File: src/rtl/jam_cost_server_pkg.sv
// rtl/jam_cost_server_pkg.sv - shared constants and state encoding for the JAM cost server
package jam_cost_server_pkg;

   localparam int DEF_COST_W   = 7;
   localparam int DEF_HOLD_CYC = 2;
   localparam int IDX_W        = 3;
   localparam int ADDR_W       = 2 * IDX_W;
   localparam int DEPTH        = 1 << ADDR_W;
   localparam int HCNT_W       = 8;
   localparam int ACC_W        = 19;

   localparam logic [ADDR_W-1:0] LAST_IDX = ADDR_W'(DEPTH - 1);

   typedef enum logic [1:0] {
      ST_LOAD = 2'd0,
      ST_HOLD = 2'd1,
      ST_RUN  = 2'd2,
      ST_DONE = 2'd3
   } state_t;

endpackage

File: src/rtl/jam_cost_server_table.sv
// rtl/jam_cost_server_table.sv - 64-entry cost table, one write port, one registered read port
module jam_cost_table
   import jam_cost_server_pkg::*;
#(
   parameter int COST_W = DEF_COST_W
) (
   input  logic              CLK,
   input  logic              RST,
   input  logic              i_we,
   input  logic [ADDR_W-1:0] i_waddr,
   input  logic [COST_W-1:0] i_wdata,
   input  logic              i_re,
   input  logic [ADDR_W-1:0] i_raddr,
   output logic [COST_W-1:0] o_rdata
);

   logic [COST_W-1:0] r_mem [DEPTH];
   logic [COST_W-1:0] r_rdata;

   // Table storage: cleared by reset, written one entry per accepted load beat
   always_ff @(posedge CLK or posedge RST) begin
      if (RST) begin
         for (int i = 0; i < DEPTH; i++) begin
            r_mem[i] <= '0;
         end
      end else if (i_we) begin
         r_mem[i_waddr] <= i_wdata;
      end
   end

   // Registered read: answers the address of the previous cycle, zero when not enabled
   always_ff @(posedge CLK or posedge RST) begin
      if (RST) begin
         r_rdata <= '0;
      end else if (i_re) begin
         r_rdata <= r_mem[i_raddr];
      end else begin
         r_rdata <= '0;
      end
   end

   assign o_rdata = r_rdata;

endmodule

File: src/rtl/jam_cost_server.sv
// rtl/jam_cost_server.sv - JAM cost table server; optional JAM_ACCESS_CNT_EN adds acc_cnt
module jam_cost_server
   import jam_cost_server_pkg::*;
#(
   parameter int COST_W   = DEF_COST_W,
   parameter int HOLD_CYC = DEF_HOLD_CYC
) (
   input  logic              CLK,
   input  logic              RST,
   input  logic              ld_valid,
   output logic              ld_ready,
   input  logic [COST_W-1:0] ld_data,
   input  logic              ld_last,
   output logic              ld_err,
   input  logic              restart,
   input  logic              reload,
   input  logic [IDX_W-1:0]  W,
   input  logic [IDX_W-1:0]  J,
   output logic [COST_W-1:0] Cost,
   output logic              jam_rst,
   input  logic              Valid,
   input  logic [9:0]        MinCost,
   input  logic [3:0]        MatchCount,
   output logic              res_valid,
   output logic [9:0]        res_min_cost,
   output logic [3:0]        res_match_cnt,
   output logic              busy
`ifdef JAM_ACCESS_CNT_EN
   ,
   output logic [ACC_W-1:0]  acc_cnt
`endif
);

   localparam logic [HCNT_W-1:0] HOLD_LAST = HCNT_W'(HOLD_CYC - 1);

   state_t              r_state;
   logic [ADDR_W-1:0]   r_idx;
   logic [HCNT_W-1:0]   r_hold_cnt;
   logic                r_ld_ready;
   logic                r_ld_err;
   logic                r_jam_rst;
   logic                r_busy;
   logic                r_res_valid;
   logic [9:0]          r_res_min_cost;
   logic [3:0]          r_res_match_cnt;

   logic                w_beat_acc;
   logic                w_beat_last;
   logic                w_beat_bad;
   logic                w_restart;
   logic                w_reload;
   logic                w_enter_hold;
   logic                w_hold_done;
   logic                w_rd_en;
   logic [ADDR_W-1:0]   w_raddr;
   logic [COST_W-1:0]   w_rdata;

   // ld_ready is high exactly while in LOAD, so it doubles as the accept qualifier
   assign w_beat_acc   = ld_valid & r_ld_ready;
   assign w_beat_last  = (r_idx == LAST_IDX);
   assign w_beat_bad   = w_beat_acc & (ld_last != w_beat_last);
   assign w_reload     = (r_state == ST_DONE) & reload;
   assign w_restart    = (r_state == ST_DONE) & restart & ~reload;
   assign w_enter_hold = (w_beat_acc & w_beat_last) | w_restart;
   assign w_hold_done  = (r_state == ST_HOLD) & (r_hold_cnt == HOLD_LAST);
   assign w_rd_en      = (r_state == ST_RUN);
   assign w_raddr      = {W, J};

   jam_cost_table #(
      .COST_W (COST_W)
   ) u_table (
      .CLK     (CLK),
      .RST     (RST),
      .i_we    (w_beat_acc),
      .i_waddr (r_idx),
      .i_wdata (ld_data),
      .i_re    (w_rd_en),
      .i_raddr (w_raddr),
      .o_rdata (w_rdata)
   );

   // Sequencer: load the table, hold the engine in reset, run it, then park with the result
   always_ff @(posedge CLK or posedge RST) begin
      if (RST) begin
         r_state         <= ST_LOAD;
         r_idx           <= '0;
         r_hold_cnt      <= '0;
         r_ld_ready      <= 1'b1;
         r_ld_err        <= 1'b0;
         r_jam_rst       <= 1'b1;
         r_busy          <= 1'b0;
         r_res_valid     <= 1'b0;
         r_res_min_cost  <= '0;
         r_res_match_cnt <= '0;
      end else begin
         case (r_state)
            ST_LOAD: begin
               if (w_beat_acc) begin
                  r_idx <= r_idx + 1'b1;
                  if (w_beat_bad) begin
                     r_ld_err <= 1'b1;
                  end
                  if (w_beat_last) begin
                     r_state     <= ST_HOLD;
                     r_ld_ready  <= 1'b0;
                     r_hold_cnt  <= '0;
                     r_busy      <= 1'b1;
                     r_res_valid <= 1'b0;
                  end
               end
            end
            ST_HOLD: begin
               if (w_hold_done) begin
                  r_state   <= ST_RUN;
                  r_jam_rst <= 1'b0;
               end else begin
                  r_hold_cnt <= r_hold_cnt + 1'b1;
               end
            end
            ST_RUN: begin
               if (Valid) begin
                  r_state         <= ST_DONE;
                  r_jam_rst       <= 1'b1;
                  r_busy          <= 1'b0;
                  r_res_valid     <= 1'b1;
                  r_res_min_cost  <= MinCost;
                  r_res_match_cnt <= MatchCount;
               end
            end
            ST_DONE: begin
               if (w_reload) begin
                  r_state     <= ST_LOAD;
                  r_idx       <= '0;
                  r_ld_err    <= 1'b0;
                  r_ld_ready  <= 1'b1;
                  r_res_valid <= 1'b0;
               end else if (w_restart) begin
                  r_state     <= ST_HOLD;
                  r_hold_cnt  <= '0;
                  r_busy      <= 1'b1;
                  r_res_valid <= 1'b0;
               end
            end
            default: begin
               r_state <= ST_LOAD;
            end
         endcase
      end
   end

`ifdef JAM_ACCESS_CNT_EN
   logic [ACC_W-1:0] r_acc_cnt;

   // Query-cycle counter: restarts with each engine run, saturates instead of wrapping
   always_ff @(posedge CLK or posedge RST) begin
      if (RST) begin
         r_acc_cnt <= '0;
      end else if (w_enter_hold) begin
         r_acc_cnt <= '0;
      end else if ((r_state == ST_RUN) && (r_acc_cnt != '1)) begin
         r_acc_cnt <= r_acc_cnt + 1'b1;
      end
   end

   assign acc_cnt = r_acc_cnt;
`endif

   assign ld_ready      = r_ld_ready;
   assign ld_err        = r_ld_err;
   assign jam_rst       = r_jam_rst;
   assign busy          = r_busy;
   assign res_valid     = r_res_valid;
   assign res_min_cost  = r_res_min_cost;
   assign res_match_cnt = r_res_match_cnt;
   assign Cost          = w_rdata;

endmodule

File: config.mk
export PLATFORM = sky130hd
export DESIGN_NAME = jam_cost_server
export DESIGN_NICKNAME = d
export VERILOG_FILES = /design/src/rtl/jam_cost_server_pkg.sv /design/src/rtl/jam_cost_server_table.sv /design/src/rtl/jam_cost_server.sv
export SDC_FILE = /design/constraint.sdc
export NUM_CORES = 1
export LEC_CHECK = 0
export BUFFER_PORTS_ARGS = -buffer_cell sky130_fd_sc_hd__buf_4
export CAP_MARGIN = 20
export CORE_AREA = 2 2 184 321
export DETAILED_ROUTE_END_ITERATION = 7
export DIE_AREA = 0 0 186 323
export GPL_ROUTABILITY_DRIVEN = 0
export PLACE_DENSITY_LB_ADDON = 0.15
export SYNTH_ARGS = -nofsm -noshare
export SYNTH_HDL_FRONTEND = slang
export SYNTH_SLANG_ARGS = --single-unit
export TNS_END_PERCENT = 100
File: constraint.sdc
create_clock -name CLK -period 28.3 [get_ports CLK]
set_input_delay 1.415 -clock CLK [delete_from_list [all_inputs] [get_ports CLK]]
set_output_delay 1.415 -clock CLK [all_outputs]
set_load 0.02 [all_outputs]
# Word-level counts from Yosys, hierarchy flattened
# Index checks and enable logic that the tools add are counted.
# op_classes
n_addsub	2
n_lt_le_gt_ge	3
n_eq_ne	16
muxes	43
bitwise_logic	9
reduce_logical	15
# op_table
op	n
448-bit bitwise mux	1
7-bit binary-select mux with 6-bit select	1
7-bit demux with 6-bit select	1
8-bit 2-to-1 mux	5
7-bit 2-to-1 mux	4
8-bit one-hot mux with 3 select lines	1
2-bit inequality test (second input constant)	9
1-bit 2-to-1 mux	15
7-bit greater-or-equal comparator (second input constant)	2
6-bit inverter with 7-bit output	2
2-bit 2-to-1 mux	6
6-bit 2-to-1 mux	2
6-bit one-hot mux with 2 select lines	1
6-bit AND reduction	2
5-bit AND reduction	2
8-bit by 1-bit adder with 8-bit output (second input constant)	1
8-bit by 1-bit == test with 1-bit output (second input constant)	1
2-bit one-hot mux with 4 select lines	1
4-bit AND reduction	2
7-bit by 1-bit < comparator with 1-bit output (second input constant)	1
6-bit by 1-bit adder with 6-bit output (second input constant)	1
1-bit AND	6
6-bit == test (second input constant)	1
1-bit one-hot mux with 2 select lines	3
other kinds (12)	17
# word_totals
regBits	490
input_bits	34
out_inout_bits	26
wordCells	163

# Logic depth before layout (Yosys ltp)
# Gate-level depths: netlist of run 1.
# depth
depth_word	6
depth_mapped	10
ltp_nobuf	6

# Cells and area by module
# A second synthesis of run 1 with hierarchy kept.
# unflattened
hier_cells	1540
hier_area_um2	22746.8
# modules_own_cells
mod	n_inst	cells_each	area_each_um2	seq_area_each_um2
jam_cost_table	1	1360	20910.1	11385.9
jam_cost_server	1	180	1836.8	878.3

# Worst setup path before layout of run 1
# OpenSTA, ideal clock, no wires.
# synth_path
kind	in2reg
from	in J[0]
to	reg u_table.r_rdata[5], in the netlist u_table.o_rdata[5]
setup_ps	133
arrival_time_ps	2883
t_required_ps	28167
setup_slack_ps	25284
stages	9
n_path_buf	4
cell_sequence	buf_6 buf_12 buf_12 buf_8 mux4_2 nand2_1 a21oi_1 a311oi_1 o32ai_1
# synth_between
elab_chain_len	5
# synth_rtl
element	line_no	source
start: declaration	jam_cost_server.sv:18	input logic [IDX_W-1:0] J,
6-bit inverter with 7-bit output (implied by the code)	jam_cost_server_table.sv:36	r_rdata <= r_mem[i_raddr];
7-bit binary-select mux with 6-bit select	jam_cost_server_table.sv:36	
7-bit 2-to-1 mux (implied by the code) (2 in series)	jam_cost_server_table.sv:36	
7-bit 2-to-1 mux	jam_cost_server_table.sv:35	end else if (i_re) begin
end signal: assignment	jam_cost_server_table.sv:36	
end: declaration	jam_cost_server_table.sv:18	logic [COST_W-1:0] r_rdata;
# No other way between the ends. The select of a mux whose other input is x is not followed.
# A chain may end at the register's enable or synchronous reset.

# Worst setup path in the final report of run 1
# layout_path
from	in J[0]
to	reg u_table.r_rdata[1], in the netlist u_table.o_rdata[1]
# Same word-level chain as after synthesis.

==> results.md, run 1 <==
- Status: complete, no violations
- Synth unique cells: 58
- Most frequent cell after synthesis: dfrtp_1
- Total grt overflow: 0
- Total track usage: between 20 and 25%
- # H-tree levels: 2
- Area Growth Syn to Fin: 11.2%
- Routed wire length: a little under 60000 um
- Worst EP required: between 20 and 30 ns
- Top post-synthesis cells by area: dfrtp_1 54%, mux2_2 23%, mux4_2 10%
- Worst-margin pin slew: around 1.1 ns
- Clock Path Buffers: 3
- Worst hold margin: between 0.4 and 0.5 ns
- Synth Flop Type: dfrtp_1
- Post-synthesis async set-or-reset flop share: 100%
- Sequential share of power: approximately half
- Mapped Area: around 23000 sq um
- Die ar.: 60100 sq um
- Hold crit path type: flop to flop
- Max Freq: approximately 0.27 GHz
- Worst r2r path cells: 5
- # IOs: 60
- Hold-fix buffers, CTS: 0
- Flops & latches, synth: 490
- Area of the multi-input gates: 9940 sq um
- DR iter-0 viols: 670
- Resized cells post-CTS: 0
- Area share of the largest cell type after synthesis: between 50% and 60%
- Fraction of layout cells with a size suffix above 1: around half
- Worst Clk Skew: around 0.016 ns
- Pre-antenna DRT Iters: 5
- Number of global-route vias before repair: 13700
- Setup TNS: 0 ns
- Routed vias: roughly 13000
- ANT cells: 0
- Comb pwr share: under 10%
- Pwr Total: roughly 0.0014 W
- Critical path launch point: J[0]
- FILL cells: about 5200
- Number of warning messages in the yosys log: 0
- CP Capture Type: flop
- Sequential share of the synthesized area: between 50 and 60%
- Syn Nets: ~1600
- Storage cell area: between 10000 and 15000 sq um
- Die X: between 150 and 200 um
- Clk root buf: clkbuf_16
- Data arrival, critical path: roughly 4.1 ns
- Net Sw Frac: roughly 23%
- IO Port Bufs: a little under 60
- Max-cap violations: 0
- Worst-Skew Late Latency: 0.57 ns
- DRT antenna net count: 0
- Core area: 57800 sq um
- Clock sink count: a little under 500
- Relative slew slack: ~24%
- Internal power: 0.00108 W
- TritonCTS clock tree: yes
- Largest net degree at the start of global routing: 188
- Rows: 117
- Worst Setup EP: u_table.o_rdata[1]
- Final Slew Violations: 0
- Number of synthesized flops with an enable pin: 0
- Initial core utilization: between 30% and 40%
- R2r setup slk: ~26 ns
- Clock power share: between 40% and 50%
- Initial antenna violation count: 0
- Syn_area_per_cell: ~15 sq um
- Cells after Synth: between 1500 and 2000
- VDD IR max: 0.0000445 V
- Wire per inst: around 26 um
- Die H: around 320 um
- Synth area leader: dfrtp_1
- Power Dens Cells: around 55 nW/um^2
- HPWL Detailed: ~39000 um
- Hold Fails Final Rpt: 0
- Worst Setup Start Kind: input port
- Post-layout nets: roughly 1600
- CTS clock-pin slew for the worst setup and hold paths: roughly 0.06 ns
- WS Path Type: input port to flop
- Static Leak: 12.0 nW
- Endpoint of the lowest-slack register-to-register path: u_table.r_mem[435]
- Crit path max fanout: 53
- First-pass GRT wire length: 91600 um
- Final setup fails: 0
- # DRC: 0
- Top post-synthesis cells by count: 488 x dfrtp_1, 470 x mux2_2, 106 x mux4_2, 66 x clkbuf_1, 48 x nor2_2
- Final cycle utilization of the critical path: between 10% and 20%
- Post-CTS Setup Bufs: 0
- Tmin final: between 3 and 4 ns
- Num CTS Buffers: 47
- RSZ-0062 raised after global routing: false
- Net Switching: roughly 0.00032 W
- Vias per cell: about 5.6
- Critical R2R Launch: ld_ready
==> sequential cells by signal, summed over array words and instances (netlist names) <==
name             flops
busy                 1
jam_rst              1
ld_err               1
ld_ready             1
r_hold_cnt           8
r_idx                6
r_state              2
res_match_cnt        4
res_min_cost        10
res_valid            1
u_table.o_rdata      7
u_table.r_mem      448
==> worst min path at each step <==
stage                        from                 end  slack [ns]  cells past startpoint
2_1_floorplan  u_table.r_mem[105]  u_table.r_mem[105]        0.46                      1
3_3_place_gp                 busy                busy        0.46                      1
3_5_place_dp                 busy                busy        0.47                      1
4_1_cts                      busy                busy        0.49                      1
5_1_grt        u_table.r_mem[263]  u_table.r_mem[263]        0.51                      1
6_report                     busy                busy        0.49                      1
==> placed cells by master, fill, tap and decap left out, types with 4 or more instances in the layout <==
master,count
a211o_1,4
a211oi_1,4
a21oi_1,10
a311oi_1,4
and3_1,6
buf_4,66
clkbuf_1,16
clkbuf_16,49
clkbuf_8,10
clkinv_2,8
dfrtp_1,488
ha_1,8
inv_1,5
mux2_2,470
mux2i_1,27
mux4_2,106
nand2_1,44
nand2b_1,14
nand3_1,20
nand3b_1,4
nand4_1,7
nor2_1,26
nor2_2,48
nor2b_1,7
nor3_1,8
nor3b_1,4
o2111ai_1,4
o21ai_0,14
o22ai_1,12
o31ai_1,6
o32ai_1,4
or3_1,6
xor2_1,4
==> cell type report <==
type | count | share of cell area (%)
repair buffers | 70 | 2.24
inverters | 6 | 0.119
multi-input cells | 910 | 39.3
clock inverters | 10 | 0.396
well taps | 773 | 3.82
clock buffers | 75 | 5.63
flip-flops and latches | 490 | 48.5
==> per-layer routing <==
layer | vias to the layer above | part of all wire, % | track usage [%]
met1 | 7043 | 40 | 25.0
met2 | 224 | 53 | 37.1
met3 | 90 | 3.0 | 2.06
met4 | 0 | 4.1 | 8.22
met5 | - | 0 | 0
li1 | 5614 | - | -
==> per-stage QoR <==
| stage | cell area [sq um] | worst slack, ns | std cells | utilization, % |
|---|---|---|---|---|
| global placement | 23700 | 24.05 | 2248 | 41.1 |
| detailed placement | 23700 | 24.01 | 2248 | 41.1 |
| finish | 25300 | 24.66 | 2334 | 43.7 |
| floorplan | 22700 | 13.21 | 1515 | - |
| global route | 25300 | 24.35 | 2334 | 43.7 |
| CTS | 25300 | 24.64 | 2333 | 43.7 |
==> worst max-delay path: stages <==
cell	delay, ns
buf_6	0.59
buf_4	0.76
mux4_2	0.60
mux2i_1	0.16
nor2_1	0.06
a311oi_1	0.27
o21ai_0	0.14
==> power groups by stage <==
stage                     Combinational [W]  Sequential, W  Clock, W
after floorplan                   0.0000384       0.000714         0
after CTS                         0.0000584       0.000700  0.000654
final                             0.0000567       0.000700  0.000634
after detailed placement          0.0000583       0.000713         0
after global placement            0.0000578       0.000713         0
after global routing              0.0000625       0.000700  0.000682
==> cells by family (layout without fill, tap and decap cells) <==
logic type / count (synthesis) / in the layout / share of synthesized area, %
fa+ha+maj: 8 / 8 / 0.440
compound gates: 80 / 80 / 2.54
buf+inv: 115 / 161 / 2.42
xor+xnor: 4 / 4 / 0.154
mux: 610 / 610 / 35.6
simple gates: 208 / 208 / 4.96
flops: 490 / 490 / 53.9
Power figures use the tool's default switching activity.
==> run 2, diff against run 1 <==
==> constraint.sdc (replaced) <==
create_clock -name CLK -period 3.49 [get_ports CLK]
set_input_delay 0.1745 -clock CLK [delete_from_list [all_inputs] [get_ports CLK]]
set_output_delay 0.1745 -clock CLK [all_outputs]
set_load 0.02 [all_outputs]
==> results.md, run 2 (synthesis gave the netlist of run 1 again) <==
- Worst-Skew Late Latency: a little under 0.6 ns
- Final Slew Violations: 0
- IO Port Bufs: between 50 and 60
- Largest register FFs: 448
- Area of the multi-input gates: about 10000 sq um
- Clock sink count: a little under 500
- Initial antenna violation count: 0
- # DRC: 0
- Total track usage: a little over 20%
- Die ar.: between 60000 and 70000 sq um
- Worst-margin pin slew: around 0.84 ns
- Clock Path Buffers: 3
- Most common cell after layout, fill and taps aside: dfrtp_1
- Finished Core Util: about 44%
- Final cycle utilization of the critical path: 74.5%
- Die X: 186 um
- Core area: between 50000 and 60000 sq um
- VDD IR max: 0.000339 V
- Power Dens Cells: between 400 and 500 nW/um^2
- Setup slack after layout: 0.890 ns
- Routed vias: 13100
- Final Non-Filler Cells: approximately 2400
- Data arrival, critical path: approximately 3.1 ns
- Hold Fails Final Rpt: 0
- Total grt overflow: 0
- CTS clock-pin slew for the worst setup and hold paths: approximately 0.07 ns
- HPWL Detailed: slightly below 40000 um
- Area Growth Syn to Fin: 13.1%
- Hold crit path type: input port to flop
- RSZ-0062 raised after global routing: false
- # H-tree levels: 2
- Worst r2r path cells: 5
- Storage cell area: ~12000 sq um
- Max Freq: ~0.38 GHz
- Wire per inst: roughly 25 um
- Largest net degree at the start of global routing: ~110
- CP Capture Type: flop
- Post-layout nets: roughly 1600
- Fraction of layout cells with a size suffix above 1: 50.4%
- Tmin final: ~2.6 ns
- DRT antenna net count: 0
- Crit path max fanout: 8
- Static Leak: approximately 12 nW
- Top reg by flops: u_table.r_mem
- Vias per cell: between 5 and 6
- Hold path cells: 5
- Resized cells post-CTS: 0
- TritonCTS clock tree: yes
- Hold-fix buffers, CTS: 17
- Routed wire length: approximately 60000 um
- DP Cell Count: 2272
- Setup WS pre-CTS: 0.875 ns
- Post-CTS Setup Bufs: 0
- Relative slew slack: a little over two fifths
- Num CTS Buffers: 47
- DR iter-0 viols: 756
- First-pass GRT wire length: between 90000 and 100000 um
- Worst Setup Start Kind: flop
- WS Path Type: flop to flop
- FILL cells: between 5000 and 6000
- Pre-antenna DRT Iters: 4
- Rows: approximately 120
- # IOs: 60
- Status: complete, no violations
- Initial core utilization: between 30% and 40%
- Clk root buf: clkbuf_16
- Most frequent cells in the layout: 488 x dfrtp_1, 470 x mux2_2, 106 x mux4_2
- Pwr Total: 0.0114 W
- Worst Clk Skew: 0.0165 ns
- Setup TNS: 0 ns
- Worst EP required: slightly below 4 ns
- Final setup fails: 0
- Number of global-route vias before repair: about 14000
- Max-cap violations: 0
- ANT cells: 0
- Die H: around 320 um
-- run 2: changes by cell type in the layout (fill, tap and decap cells not counted), moves of 2 or more --
| cell | previous run | this run |
|---|---|---|
| buf_4 | 66 | 84 |
| dlygate4sd3_1 | 0 | 17 |
| buf_12 | 1 | 8 |
| clkbuf_1 | 16 | 10 |
| clkinvlp_4 | 0 | 4 |
| clkinv_2 | 8 | 5 |
| inv_6 | 0 | 3 |
| bufinv_16 | 2 | 4 |
| clkbuf_16 | 49 | 47 |
-- run 2: per-stage QoR --
step	hold slack, ns	cell area, sq um
final	0.125	25700
after detailed placement	0.415	24000
after global routing	0.163	25700
after CTS	0.110	25700
after global placement	0.409	24000
after floorplan	0.319	22700
-- run 2: worst paths after layout --
path | startpoint | end | slack [ns]
max | ld_ready | u_table.r_mem[405] | 0.89
min | ld_valid | ld_err | 0.13
max reg2reg | ld_ready | u_table.r_mem[405] | 0.89
min reg2reg | busy | busy | 0.49
max in group asynchronous | RST | u_table.r_mem[212] | 2.29
min in group asynchronous | RST | u_table.r_mem[267] | 0.32
-- run 2: layer usage --
layer  track usage, %  vias up  routed length, um
met5                0        -                  0
met4             7.40        0               2110
met3             2.38       93               1830
met2             37.2      239              32000
met1             25.3     7029              24100
li1                 -     5713                  -
-- run 2: critical path: stages (launching register included) --
cell,delay (ns)
dfstp_2,0.57
nand2_1,0.19
nor2_1,0.25
nand3_2,0.48
nor2_2,0.60
mux2_2,0.39
-- run 2: layout make-up --
type / count / share of cell area (%)
flip-flops and latches: 490 / 47.7
multi-input cells: 910 / 38.6
clock buffers: 68 / 5.31
repair buffers: 111 / 3.82
well taps: 773 / 3.76
clock inverters: 15 / 0.754
inverters: 6 / 0.102
-- run 2: power breakdown --
group | internal [W] | switching (W)
registers | 0.00568 | 0
logic | 0.000142 | 0.000372
clock network | 0.00301 | 0.00224
total | 0.00883 | 0.00261
==> run 3, diff against run 2 <==
==> constraint.sdc (replaced) <==
create_clock -name CLK -period 2.1 [get_ports CLK]
set_input_delay 0.105 -clock CLK [delete_from_list [all_inputs] [get_ports CLK]]
set_output_delay 0.105 -clock CLK [all_outputs]
set_load 0.02 [all_outputs]
==> results.md, run 3 (synthesis gave the netlist of run 1 again) <==
- Status: complete, no violations
- Grt met2 use: 40.1%
- Most frequent cells in the layout: 482 x dfrtp_1, 470 x mux2_2, 177 x buf_4
- Total grt overflow: 0
- Pre-antenna DRT Iters: 4
- Setup slack after layout: ~0.07 ns
- Tmin final: roughly 2.0 ns
- Crit path max fanout: 8
- Routed vias: 13700
- Fraction of layout cells with a size suffix above 1: between 50% and 60%
- GR Util met1: between 20% and 30%
- Critical path launch point: r_idx[5]
- HPWL Detailed: ~42000 um
- Final setup fails: 0
- Wire per inst: 24.8 um
- Critical R2R Launch: r_idx[5]
- Critical Path Most Common Cell: buf_4
- Clk root buf: clkbuf_16
- CP Capture Type: flop
- Critical Path Max Stage Delay: 0.59 ns
- Die ar.: 60100 sq um
- IO Port Bufs: 59
- FILL cells: between 5000 and 6000
- Area Growth Syn to Fin: 19.7%
- TritonCTS clock tree: yes
- Hold Fails Final Rpt: 0
- Top reg by flops: u_table.r_mem
- Power Dens Cells: 699 nW/um^2
- Hold path start: W[2]
- Worst Setup Start Kind: flop
- # IOs: 60
- Final Slew Violations: 0
- First-pass GRT wire length: ~95000 um
- CP max stage cell: or3b_2
- # H-tree levels: 2
- Static Leak: 13.0 nW
- Final cycle utilization of the critical path: between 90% and 100%
- Core area: 57800 sq um
- Relative slew slack: about 44%
- Largest register FFs: 448
- Rows: 117
- Largest net degree at the start of global routing: 89
- Number of global-route vias before repair: 14800
- Worst-Skew Late Latency: roughly 0.58 ns
- WP buf/inv: 2
- Initial antenna violation count: 1
- GRT busiest layer: met2
- M3 GR Usage: between 2 and 3%
- Data arrival, critical path: roughly 2.5 ns
- Setup TNS: 0 ns
- Clock sink count: 490
- VDD IR max: between 0.0005 and 0.0006 V
- Clock Path Buffers: 3
- Crit path max-delay family: simple AND/OR/NAND/NOR gates
- Die X: 186 um
- Routed wire length: between 60000 and 70000 um
- CP cell instances: buf_4, or3b_2, nor2_2, buf_4, mux2_2
- Worst Clk Skew: between 0.01 and 0.015 ns
- Most common cell after layout, fill and taps aside: dfrtp_1
- Max Freq: roughly 0.5 GHz
- CTS clock-pin slew for the worst setup and hold paths: 0.07 ns
- ANT cells: 0
- DR iter-0 viols: between 500 and 600
- Worst hold margin: about 0.019 ns
- DRT antenna net count: 0
- Worst-margin pin slew: around 0.84 ns
- Total track usage: 21.5%
- Hold crit path type: input port to flop
- Worst EP required: 2.57 ns
- Die H: about 320 um
- Setup WS pre-CTS: -0.101 ns
- RSZ-0062 raised after global routing: true
- Post-layout nets: 1739
- WS Path Type: flop to flop
- # DRC: 0
- Initial core utilization: 39.3%
- Max-cap violations: 0
- Vias per cell: between 5 and 6
- Num CTS Buffers: between 40 and 50
## run 3: cell count changes in the layout (fill, tap and decap cells not counted), sizes merged
cell | before | now
buf | 94 | 226
bufinv | 4 | 2
clkbuf | 68 | 71
clkinv | 5 | 8
clkinvlp | 4 | 3
inv | 8 | 6
## run 3: through the flow
stage	utilization, %	cell area [sq um]	std cells	total power, W
after CTS	47.0	27200	2504	0.0193
after global routing	47.1	27200	2506	0.0197
after floorplan	-	22700	1515	0.0101
after global placement	44.0	25500	2403	0.0106
after detailed placement	44.0	25500	2403	0.0106
final	47.1	27200	2506	0.0190
## run 3: power by group
group	switching, W	leakage (nW)	internal [W]
logic	0.000640	5.41	0.000319
registers	0	6.83	0.00944
clock network	0.00373	0.768	0.00492
total	0.00437	13.0	0.0147
## run 3: routing by layer
metal  wire length (um)  up-vias
met4               1850        2
li1                   -     5972
met2              34100      233
met3               1900       89
met5                  8        -
met1              24300     7360
## run 3: worst reg2reg max path, cell delays in order, from the launching register on
cell and delay (ns):
dfrtp_2 0.49, buf_4 0.18, or3b_2 0.59, nor2_2 0.13
buf_4 0.19, mux2_2 0.35
## run 3: cell type report
cell class,count,area (sq um),share of cell area (%)
Clock buffer,71,1430,5.24
Sequential cell,490,12300,45.1
Timing Repair Buffer,243,2460,9.04
Clock inverter,13,124,0.455
Inverter,6,26.3,0.0965
Multi-Input combinational cell,910,9960,36.6
Tap cell,773,967,3.55
## run 3: worst paths after layout
check / to / slack [ns] / cells past startpoint
max in group asynchronous: u_table.r_mem[171] / 1.01 / 4
setup reg to reg: u_table.r_mem[311] / 0.07 / 5
hold / removal: u_table.o_rdata[4] / 0.02 / 5
min in group asynchronous: u_table.r_mem[326] / 0.17 / 3
hold reg to reg: busy / 0.49 / 1
setup / recovery: u_table.r_mem[311] / 0.07 / 5
## run 3: timing repair
item                                    in CTS  in global routing
gates cloned                                 0                  0
endpoints found under the setup margin       4                 67
pin swaps                                    0                  2
hold endpoints to repair                    40                  0
buffers inserted                             0                  2
hold buffers                                17                  0
gates resized for setup                      3                 10
